$ cat config.mk
export PLATFORM = sky130hd
export DESIGN_NAME = cam_dvp_tx
export DESIGN_NICKNAME = d
export VERILOG_FILES = /design/src/rtl/cam_pkg.sv /design/src/rtl/cam_pclk_gen.sv /design/src/rtl/cam_dvp_tx.sv
export SDC_FILE = /design/constraint.sdc
export NUM_CORES = 1
export LEC_CHECK = 0
export BUFFER_PORTS_ARGS = -buffer_cell sky130_fd_sc_hd__buf_2
export CORE_MARGIN = 2
export CORE_UTILIZATION = 40
export CTS_CLUSTER_DIAMETER = 80
export DETAILED_ROUTE_END_ITERATION = 8
export GPL_TIMING_DRIVEN = 0
export PLACE_DENSITY = 0.56
export SLEW_MARGIN = 20
export SYNTH_ARGS = -nofsm -noshare
export SYNTH_HDL_FRONTEND = slang
export SYNTH_SLANG_ARGS = --single-unit
$ cat constraint.sdc
create_clock -name sys_clk_i -period 5.5 [get_ports sys_clk_i]
set_input_delay 0 -clock sys_clk_i [delete_from_list [all_inputs] [get_ports sys_clk_i]]
set_output_delay 0 -clock sys_clk_i [all_outputs]
set_load 0.005 [all_outputs]
$ cat src/rtl/cam_pkg.sv
// cam_pkg: shared FSM encoding, RGB565 byte packing and default DVP timing for the sensor emulator.
package cam_pkg;
    typedef enum logic [2:0] {
        ST_IDLE, ST_START, ST_VSYNC, ST_VBACK, ST_ACTIVE, ST_HBLANK, ST_VFRONT
    } cam_state_t;
    localparam int DEF_H_ACTIVE    = 640;
    localparam int DEF_V_ACTIVE    = 480;
    localparam int DEF_H_BLANK     = 144;
    localparam int DEF_VSYNC_LINES = 3;
    localparam int DEF_V_BACK      = 17;
    localparam int DEF_V_FRONT     = 10;
    localparam int DEF_PCLK_HALF   = 2;
    function automatic logic [7:0] rgb565_byte(input logic [23:0] px, input logic lo);
        return lo ? {px[12:10], px[7:3]} : {px[23:19], px[15:13]};
    endfunction
endpackage

$ cat src/rtl/cam_pclk_gen.sv
// cam_pclk_gen: pixel clock divider; rise/fall strobes are high in the sys_clk cycle whose edge toggles pclk.
module cam_pclk_gen #(
    parameter int PCLK_HALF = 2
) (
    input  logic clk,
    input  logic rst,
    input  logic run,
    output logic pclk,
    output logic rise_evt,
    output logic fall_evt
);
    localparam int CW = PCLK_HALF > 1 ? $clog2(PCLK_HALF) : 1;
    logic [CW-1:0] cnt;
    logic tick;
    assign tick = run && cnt == CW'(PCLK_HALF - 1);
    assign rise_evt = tick && !pclk;
    assign fall_evt = tick && pclk;
    always_ff @(posedge clk or posedge rst) begin
        if (rst) begin
            cnt  <= '0;
            pclk <= 1'b0;
        end else if (!run) begin
            cnt  <= '0;
            pclk <= 1'b0;
        end else begin
            cnt  <= tick ? '0 : cnt + 1'b1;
            pclk <= pclk ^ tick;
        end
    end
endmodule

$ cat src/rtl/cam_dvp_tx.sv
// cam_dvp_tx: DVP sensor emulator; streams RGB565 bytes with vsync/href/pclk framing, outputs moving on pclk falls.
module cam_dvp_tx import cam_pkg::*; #(
    parameter int H_ACTIVE    = DEF_H_ACTIVE,
    parameter int V_ACTIVE    = DEF_V_ACTIVE,
    parameter int H_BLANK     = DEF_H_BLANK,
    parameter int VSYNC_LINES = DEF_VSYNC_LINES,
    parameter int V_BACK      = DEF_V_BACK,
    parameter int V_FRONT     = DEF_V_FRONT,
    parameter int PCLK_HALF   = DEF_PCLK_HALF
) (
    input  logic        sys_clk_i,
    input  logic        sys_rst_i,
    input  logic        enable_i,
    input  logic [23:0] pix_data_i,
    input  logic        pix_valid_i,
    output logic        pix_ready_o,
    output logic        pclk_o,
    output logic        vsync_o,
    output logic        href_o,
    output logic [7:0]  cam_data_o,
    output logic        frame_start_o,
    output logic        frame_done_o,
    output logic        underflow_o,
    output logic        busy_o
);
    localparam int LINE = 2 * H_ACTIVE + H_BLANK;
    localparam int VM1  = VSYNC_LINES > V_BACK ? VSYNC_LINES : V_BACK;
    localparam int VM2  = V_ACTIVE > V_FRONT ? V_ACTIVE : V_FRONT;
    localparam int VMAX = VM1 > VM2 ? VM1 : VM2;
    localparam int HW   = $clog2(LINE);
    localparam int VW   = VMAX > 1 ? $clog2(VMAX) : 1;

    cam_state_t state, ns;
    logic [HW-1:0] hcnt, nh;
    logic [VW-1:0] vcnt, nv;
    logic [23:0] px_q, src;
    logic run, fall_evt, unused_rise, h_end, fetch, start_evt;

    cam_pclk_gen #(.PCLK_HALF(PCLK_HALF)) u_pclk (
        .clk(sys_clk_i), .rst(sys_rst_i), .run(run),
        .pclk(pclk_o), .rise_evt(unused_rise), .fall_evt(fall_evt)
    );

    assign run = state != ST_IDLE;
    assign busy_o = run;
    assign h_end = hcnt == HW'(LINE - 1);

    always_comb begin
        ns = state;
        nh = h_end ? '0 : hcnt + 1'b1;
        nv = h_end ? vcnt + 1'b1 : vcnt;
        case (state)
            ST_START: begin
                ns = ST_VSYNC;
                nh = '0;
                nv = '0;
            end
            ST_VSYNC: if (h_end && vcnt == VW'(VSYNC_LINES - 1)) begin
                ns = ST_VBACK;
                nv = '0;
            end
            ST_VBACK: if (h_end && vcnt == VW'(V_BACK - 1)) begin
                ns = ST_ACTIVE;
                nv = '0;
            end
            ST_ACTIVE: ns = hcnt == HW'(2 * H_ACTIVE - 1) ? ST_HBLANK : ST_ACTIVE;
            ST_HBLANK: if (h_end) begin
                ns = vcnt == VW'(V_ACTIVE - 1) ? ST_VFRONT : ST_ACTIVE;
                nv = vcnt == VW'(V_ACTIVE - 1) ? '0 : vcnt + 1'b1;
            end
            ST_VFRONT: if (h_end && vcnt == VW'(V_FRONT - 1)) begin
                ns = enable_i ? ST_VSYNC : ST_IDLE;
                nv = '0;
            end
            default: begin
                ns = enable_i ? ST_START : ST_IDLE;
                nh = '0;
                nv = '0;
            end
        endcase
    end

    // Even byte index fetches a fresh pixel (zero on underflow); odd byte reuses the latch.
    assign fetch = fall_evt && ns == ST_ACTIVE && !nh[0];
    assign pix_ready_o = fetch;
    assign src = nh[0] ? px_q : (pix_valid_i ? pix_data_i : '0);
    assign start_evt = fall_evt && ns == ST_VSYNC && state != ST_VSYNC;

    always_ff @(posedge sys_clk_i or posedge sys_rst_i) begin
        if (sys_rst_i) begin
            state         <= ST_IDLE;
            hcnt          <= '0;
            vcnt          <= '0;
            px_q          <= '0;
            vsync_o       <= 1'b0;
            href_o        <= 1'b0;
            cam_data_o    <= '0;
            frame_start_o <= 1'b0;
            frame_done_o  <= 1'b0;
            underflow_o   <= 1'b0;
        end else begin
            frame_start_o <= start_evt;
            frame_done_o  <= fall_evt && state == ST_VFRONT && ns != ST_VFRONT;
            underflow_o   <= start_evt ? 1'b0 : underflow_o | (fetch & ~pix_valid_i);
            if (state == ST_IDLE) begin
                state <= ns;
            end else if (fall_evt) begin
                state      <= ns;
                hcnt       <= nh;
                vcnt       <= nv;
                vsync_o    <= ns == ST_VSYNC;
                href_o     <= ns == ST_ACTIVE;
                cam_data_o <= ns == ST_ACTIVE ? rgb565_byte(src, nh[0]) : '0;
                px_q       <= fetch ? src : px_q;
            end
        end
    end
endmodule

* Yosys cells after proc, flatten, opt, wreduce, memory -nomap -nowiden
Index checks and enable logic that the tools add are counted.
Word-level totals: flip-flop bits (word level) 62, word-level logic and storage cells 85, input port bits 28
Cells by class: multiplexer cells 28, equal/unequal tests 16, bitwise gates (word level) 6, reduce and logical (&&, ||, !) cells 19, add/sub/neg operators 3
Operators with widths (count):
- 2-to-1 mux 9 bit | 6
- 2-to-1 mux 24 bit | 2
- case mux 9 bit (5 select lines) | 1
- == test 11 bit, second input constant | 2
- 2-to-1 mux 11 bit | 2
- 2-to-1 mux 3 bit | 6
- case mux 3 bit (6 select lines) | 1
- 2-to-1 mux 8 bit | 2
- == test 3 bit, second input constant | 4
- adder 11 x 1 -> 11 bit, second input constant | 1
- logical AND 1 bit | 11
- adder 9 x 1 -> 9 bit, second input constant | 1
- == test 3 x 2 -> 1 bit, second input constant | 3
- == test 9 x 2 -> 1 bit, second input constant | 1
- == test 9 x 4 -> 1 bit, second input constant | 1
- == test 9 x 5 -> 1 bit, second input constant | 1
- == test 9 bit, second input constant | 1
- 2-to-1 mux 1 bit | 6
- OR reduction 5 bit | 1
- 2-to-1 mux 2 bit | 2
- AND reduction 4 bit | 1
- == test 3 x 1 -> 1 bit, second input constant | 1
- zero test 3 bit | 1
- != test 3 x 2 -> 1 bit, second input constant | 1
- other kinds (11) | 13

* Longest topological paths before layout
depth in word-level cells 10, depth in mapped cells 11, mapped depth without buffers 9

* By module
From an unflattened synthesis, not the netlist that was laid out.
Second synthesis, totals: cell total of the unflattened synthesis 281, area, all modules 2633.8 um^2
By module, submodules not included:
- cam_dvp_tx | sequential area each 1101.1 um^2, cells each 272, times used 1, area an instance 2528.7 um^2
- cam_pclk_gen | sequential area each 50.0 um^2, cells each 9, times used 1, area an instance 105.1 um^2

* Least setup slack after synthesis
Ideal clock, no wire load.
kind register to register, start register state[1], end register vsync_o, cell stages (with the launch flop) 12, slack 3.130 ns, path buffers 4, data arrival time 2.275 ns, period minus slack after synthesis 2.370 ns, setup time 0.095 ns, cell sequence dfrtp_1 -> buf_2 -> nor3_1 -> inv_1 -> and2_1 -> ha_1 -> clkbuf_1 -> nand2_1 -> clkbuf_1 -> clkbuf_1 -> nand2_1 -> o31ai_1
On the way: longest elaborated chain between the ends 4, elaborated cells between the ends (all ways) 18, those cells by class eq/ne (7); mux (5); bitwise (1); reduce/logical (5)
RTL lines:
- start, declared | RTL line cam_dvp_tx.sv:33 | cam_state_t state, ns;
- start signal, assigned | RTL line cam_dvp_tx.sv:106 | state <= ns;
- start signal, assigned | RTL line cam_dvp_tx.sv:108 | state <= ns;
- nonzero test 3 bit | RTL line cam_dvp_tx.sv:44 | assign run = state != ST_IDLE;
- named net busy_o | RTL line cam_dvp_tx.sv:24 | output logic busy_o
- logical AND 1 bit | RTL line cam_pclk_gen.sv:15 | assign tick = run && cnt == CW'(PCLK_HALF - 1);
- logical AND 1 bit | RTL line cam_pclk_gen.sv:17 | assign fall_evt = tick && pclk;
- AND reduction 2 bit (no line)
- end signal, assigned | RTL line cam_dvp_tx.sv:95 | vsync_o <= 1'b0;
- end signal, assigned | RTL line cam_dvp_tx.sv:111 | vsync_o <= ns == ST_VSYNC;
- end, declared | RTL line cam_dvp_tx.sv:18 | output logic vsync_o,
The timed path passes the listed nets, and every way through them passes these cells. A chain may end at the register's enable or synchronous reset.

* Worst setup path after layout
start register state[1], end register vsync_o
On the way: longest elaborated chain between the ends 4, elaborated cells between the ends (all ways) 18, those cells by class eq/ne (7); mux (5); bitwise (1); reduce/logical (5)
RTL lines:
- branches (longest 4 deep; another with case mux 3 bit (6 select lines))
Several ways; the timed one is not identified.

==> flow_metrics.tcl <==
set metrics [dict create \
    path_class "register to register" \
    hold_ws_ns 0.09808 \
    start_util 0.4082 \
    synth.distinct_cells 55 \
    end_kind "register" \
    skew_ns 0.009427 \
    rsz0062_at_grt "no" \
    rr_worst_depth 11 \
    cts_buffer_depth 2 \
    htreeDepth 2 \
    yosys_warnings 0 \
    antennaDiodeCount 0 \
    via_per_inst 5.314 \
    critPathCapture "vsync_o$_DFFE_PP0P_" \
    clk_pin_slew_worst_paths_ns 0.09 \
    clock_latency_ns 0.31 \
    crit_required_ns 5.71 \
    drt_iter0_markers 154 \
    min_path_type "input pin to register" \
    max_freq_mhz 330.8 \
    syn-cell-area_mm2 0.002743 \
    hold_violations 0 \
    synthCells 307 \
    syn-num-nets 341 \
    grt_pass1_vias 2258 \
    synth-seq-cells 46 \
    reg2reg_from "state[1]$_DFFE_PP0P_" \
    tritoncts "done" \
    multi_input_area_mm2 0.001425 \
    p_leak_nw 1.579 \
    r2r_end "vsync_o$_DFFE_PP0P_" \
    drt.antenna.violating_nets 0 \
    startpoint_type "register" \
    core_mm2 0.006719 \
    seq_area_mm2 0.001151 \
    area_growth_pct 18.07 \
    avgRoutedWirePerCell_um 14.75 \
    maxCapViolCount 0 \
    io_buffer_count 35 \
    worst-path-buf-inv 5 \
    drt_wl_total_mm 6.490 \
    grt_usage 0.1890 \
    fill_cells 632 \
    critPathMaxStageDelay_ns 0.48 \
    io_pins 44 \
    clkSinkCount 46 \
    ff2ff_setup_slack_ns 2.48 \
    fin_nets 393 \
    status "completed" \
    power_mw 0.6204 \
    crit_path_frequent_cell "clkbuf_1" \
    fin_setup_tns_ns 0 \
    slowest_stage "clkbuf_1" \
    drive_gt1_frac 0.1833 \
    final_max_slew_viol_count 0 \
    synth_edf_count 0 \
    synth-seq-area-share 0.4197 \
    power.density_mw_per_mm2 191.6 \
    async_flop_share 1.000 \
    drc 0 \
    cts-root-buf "clkbuf_8" \
    gp_congestion 0.8355 \
    grt_max_degree 25 \
    antenna_found_initial 0 \
    crit_family "buffers and inverters" \
    cp_num_cells 11 \
    grt_first_pass_wirelength_mm 11.18 \
    grt.overflow.total 0 \
    fin_crit_sh 0.5497 \
    synth.avg_cell_area_um2 8.934 \
    worstSetupStartpoint "state[1]$_DFFE_PP0P_" \
    dr_total_vias 2338 \
    hpwl_mm 4.829 \
    cts_made_buffers 5 \
    path_max_fanout 10 \
    cts_setup_buffers 0 \
    finalSetupViolCount 0 \
    dieArea_mm2 0.007535 \
    synth_ff_type "dfrtp_1" \
    period_needed_ns 3.023 \
    drt-pass1-iter-count 4 \
    die_w_um 86.81 \
    peakVddDrop_uv 129.0 \
    cp.arrival_ns 3.23 \
    worst_pin_slew_ns 0.6785 \
    rows 30 \
    crit_chain "buf_2 > nor3_1 > inv_1 > and2_1 > ha_1 > clkbuf_1 > nand2_1 > clkbuf_1 > clkbuf_1 > nand2_1 > o31ai_1" \
    fp.dieH_um 86.81 \
    relSlewSlack 0.5419 \
]
==> worst min path at each step <==
| stage | from | to | slack, ns | depth (start not counted) |
|---|---|---|---|---|
| 3_5_place_dp | sys_rst_i | cam_data_o[7]$_DFFE_PP0P_ | 0.08 | 2 |
| 4_1_cts | pix_data_i[21] | cam_data_o[5]$_DFFE_PP0P_ | 0.09 | 4 |
| 2_1_floorplan | pix_data_i[3] | register | 0.14 | 2 |
| 3_3_place_gp | pix_data_i[12] | px_q[12]$_DFFE_PP0P_ | 0.25 | 3 |
| 5_1_grt | pix_data_i[14] | cam_data_o[1]$_DFFE_PP0P_ | 0.12 | 4 |
| 6_report | pix_data_i[21] | cam_data_o[5]$_DFFE_PP0P_ | 0.1 | 4 |
==> cells in the mapped netlist (2+ instances only) <==
cell,number,area [µm²]
a21oi_1,14,70.07
o31ai_1,2,15.01
ha_1,6,75.07
clkbuf_1,6,22.52
o21ai_0,23,115.1
a31oi_1,2,12.51
nand2b_1,3,18.77
nor2_1,24,90.09
xor2_1,4,35.03
nor4_1,6,37.54
a211oi_2,2,25.02
mux2i_1,9,90.09
buf_2,6,30.03
and2_1,13,81.33
o2111a_1,2,22.52
nor2b_1,4,25.02
o22ai_1,2,12.51
inv_1,20,75.07
a22o_1,3,26.28
nor3_1,8,40.04
or3_1,4,25.02
nand3_1,11,55.05
nand4_1,7,43.79
nand2_1,44,165.2
and3_1,6,37.54
dfrtp_1,46,1151
a32o_1,2,20.02
==> metrics by stage <==
| stage | setup slack [ns] | cells | instance area, µm² | util |
|---|---|---|---|---|
| 2_1_floorplan | 3.130 | 307 | 2743 | - |
| 3_3_place_gp | 2.482 | 422 | 3018 | 0.4492 |
| 3_5_place_dp | 2.425 | 423 | 3038 | 0.4521 |
| 4_1_cts | 2.386 | 440 | 3238 | 0.4819 |
| 5_1_grt | 2.117 | 440 | 3238 | 0.4819 |
| 6_report | 2.477 | 440 | 3238 | 0.4819 |
==> cells by family (layout without fill, tap and decap cells) <==
group | count (synthesis) | count (layout) | share of synthesized area
compound gates | 65 | 65 | 0.1683
xor+xnor | 4 | 4 | 0.01277
simple gates | 141 | 141 | 0.2783
fa+ha+maj | 6 | 6 | 0.02737
buf+inv | 36 | 89 | 0.06067
mux | 9 | 9 | 0.03285
flops | 46 | 46 | 0.4197
==> per-layer routing <==
metal / vias up / part of all wire / track usage
met5: - / 0 / 0
met3: 8 / 0.047 / 0.03524
met2: 69 / 0.45 / 0.2908
met4: 0 / 0.016 / 0.05966
met1: 1074 / 0.49 / 0.2683
li1: 1187 / - / -
==> cells in the final DEF (no fill, tap or decap), types with 8 or more instances in the layout <==
master and count:
a21oi_1 14, and2_1 13, buf_2 41, dfrtp_1 46
dlygate4sd3_1 9, inv_1 19, mux2i_1 9, nand2_1 44
nand3_1 11, nor2_1 24, nor3_1 8, o21ai_0 23
==> worst min-delay path: stages <==
cell     delay, ns
buf_2         0.07
and2_1        0.11
a21oi_1       0.06
o21ai_0       0.14
==> power by group <==
group	total, mW	switching (mW)	internal, mW
sequential	0.338	0.0000000000329	0.338
clock	0.257	0.121	0.136
combinational	0.0257	0.0127	0.0130
total	0.620	0.134	0.487
==> area by class of cell <==
type                    count  area share
plain buffers              16     0.02821
flip-flops and latches     46      0.3555
inverters                  20     0.02318
multi-input cells         225      0.4401
clock buffers               6     0.02241
well taps                  80     0.03091
clock inverters             2     0.01159
repair buffers             45     0.08810
==> what timing repair did <==
item,CTS,global route
endpoints found under the hold margin,31,0
endpoints found under the setup margin,0,0
hold buffers,9,0
resized for setup,0,0
Note: power is estimated with default switching activity, not from simulation.
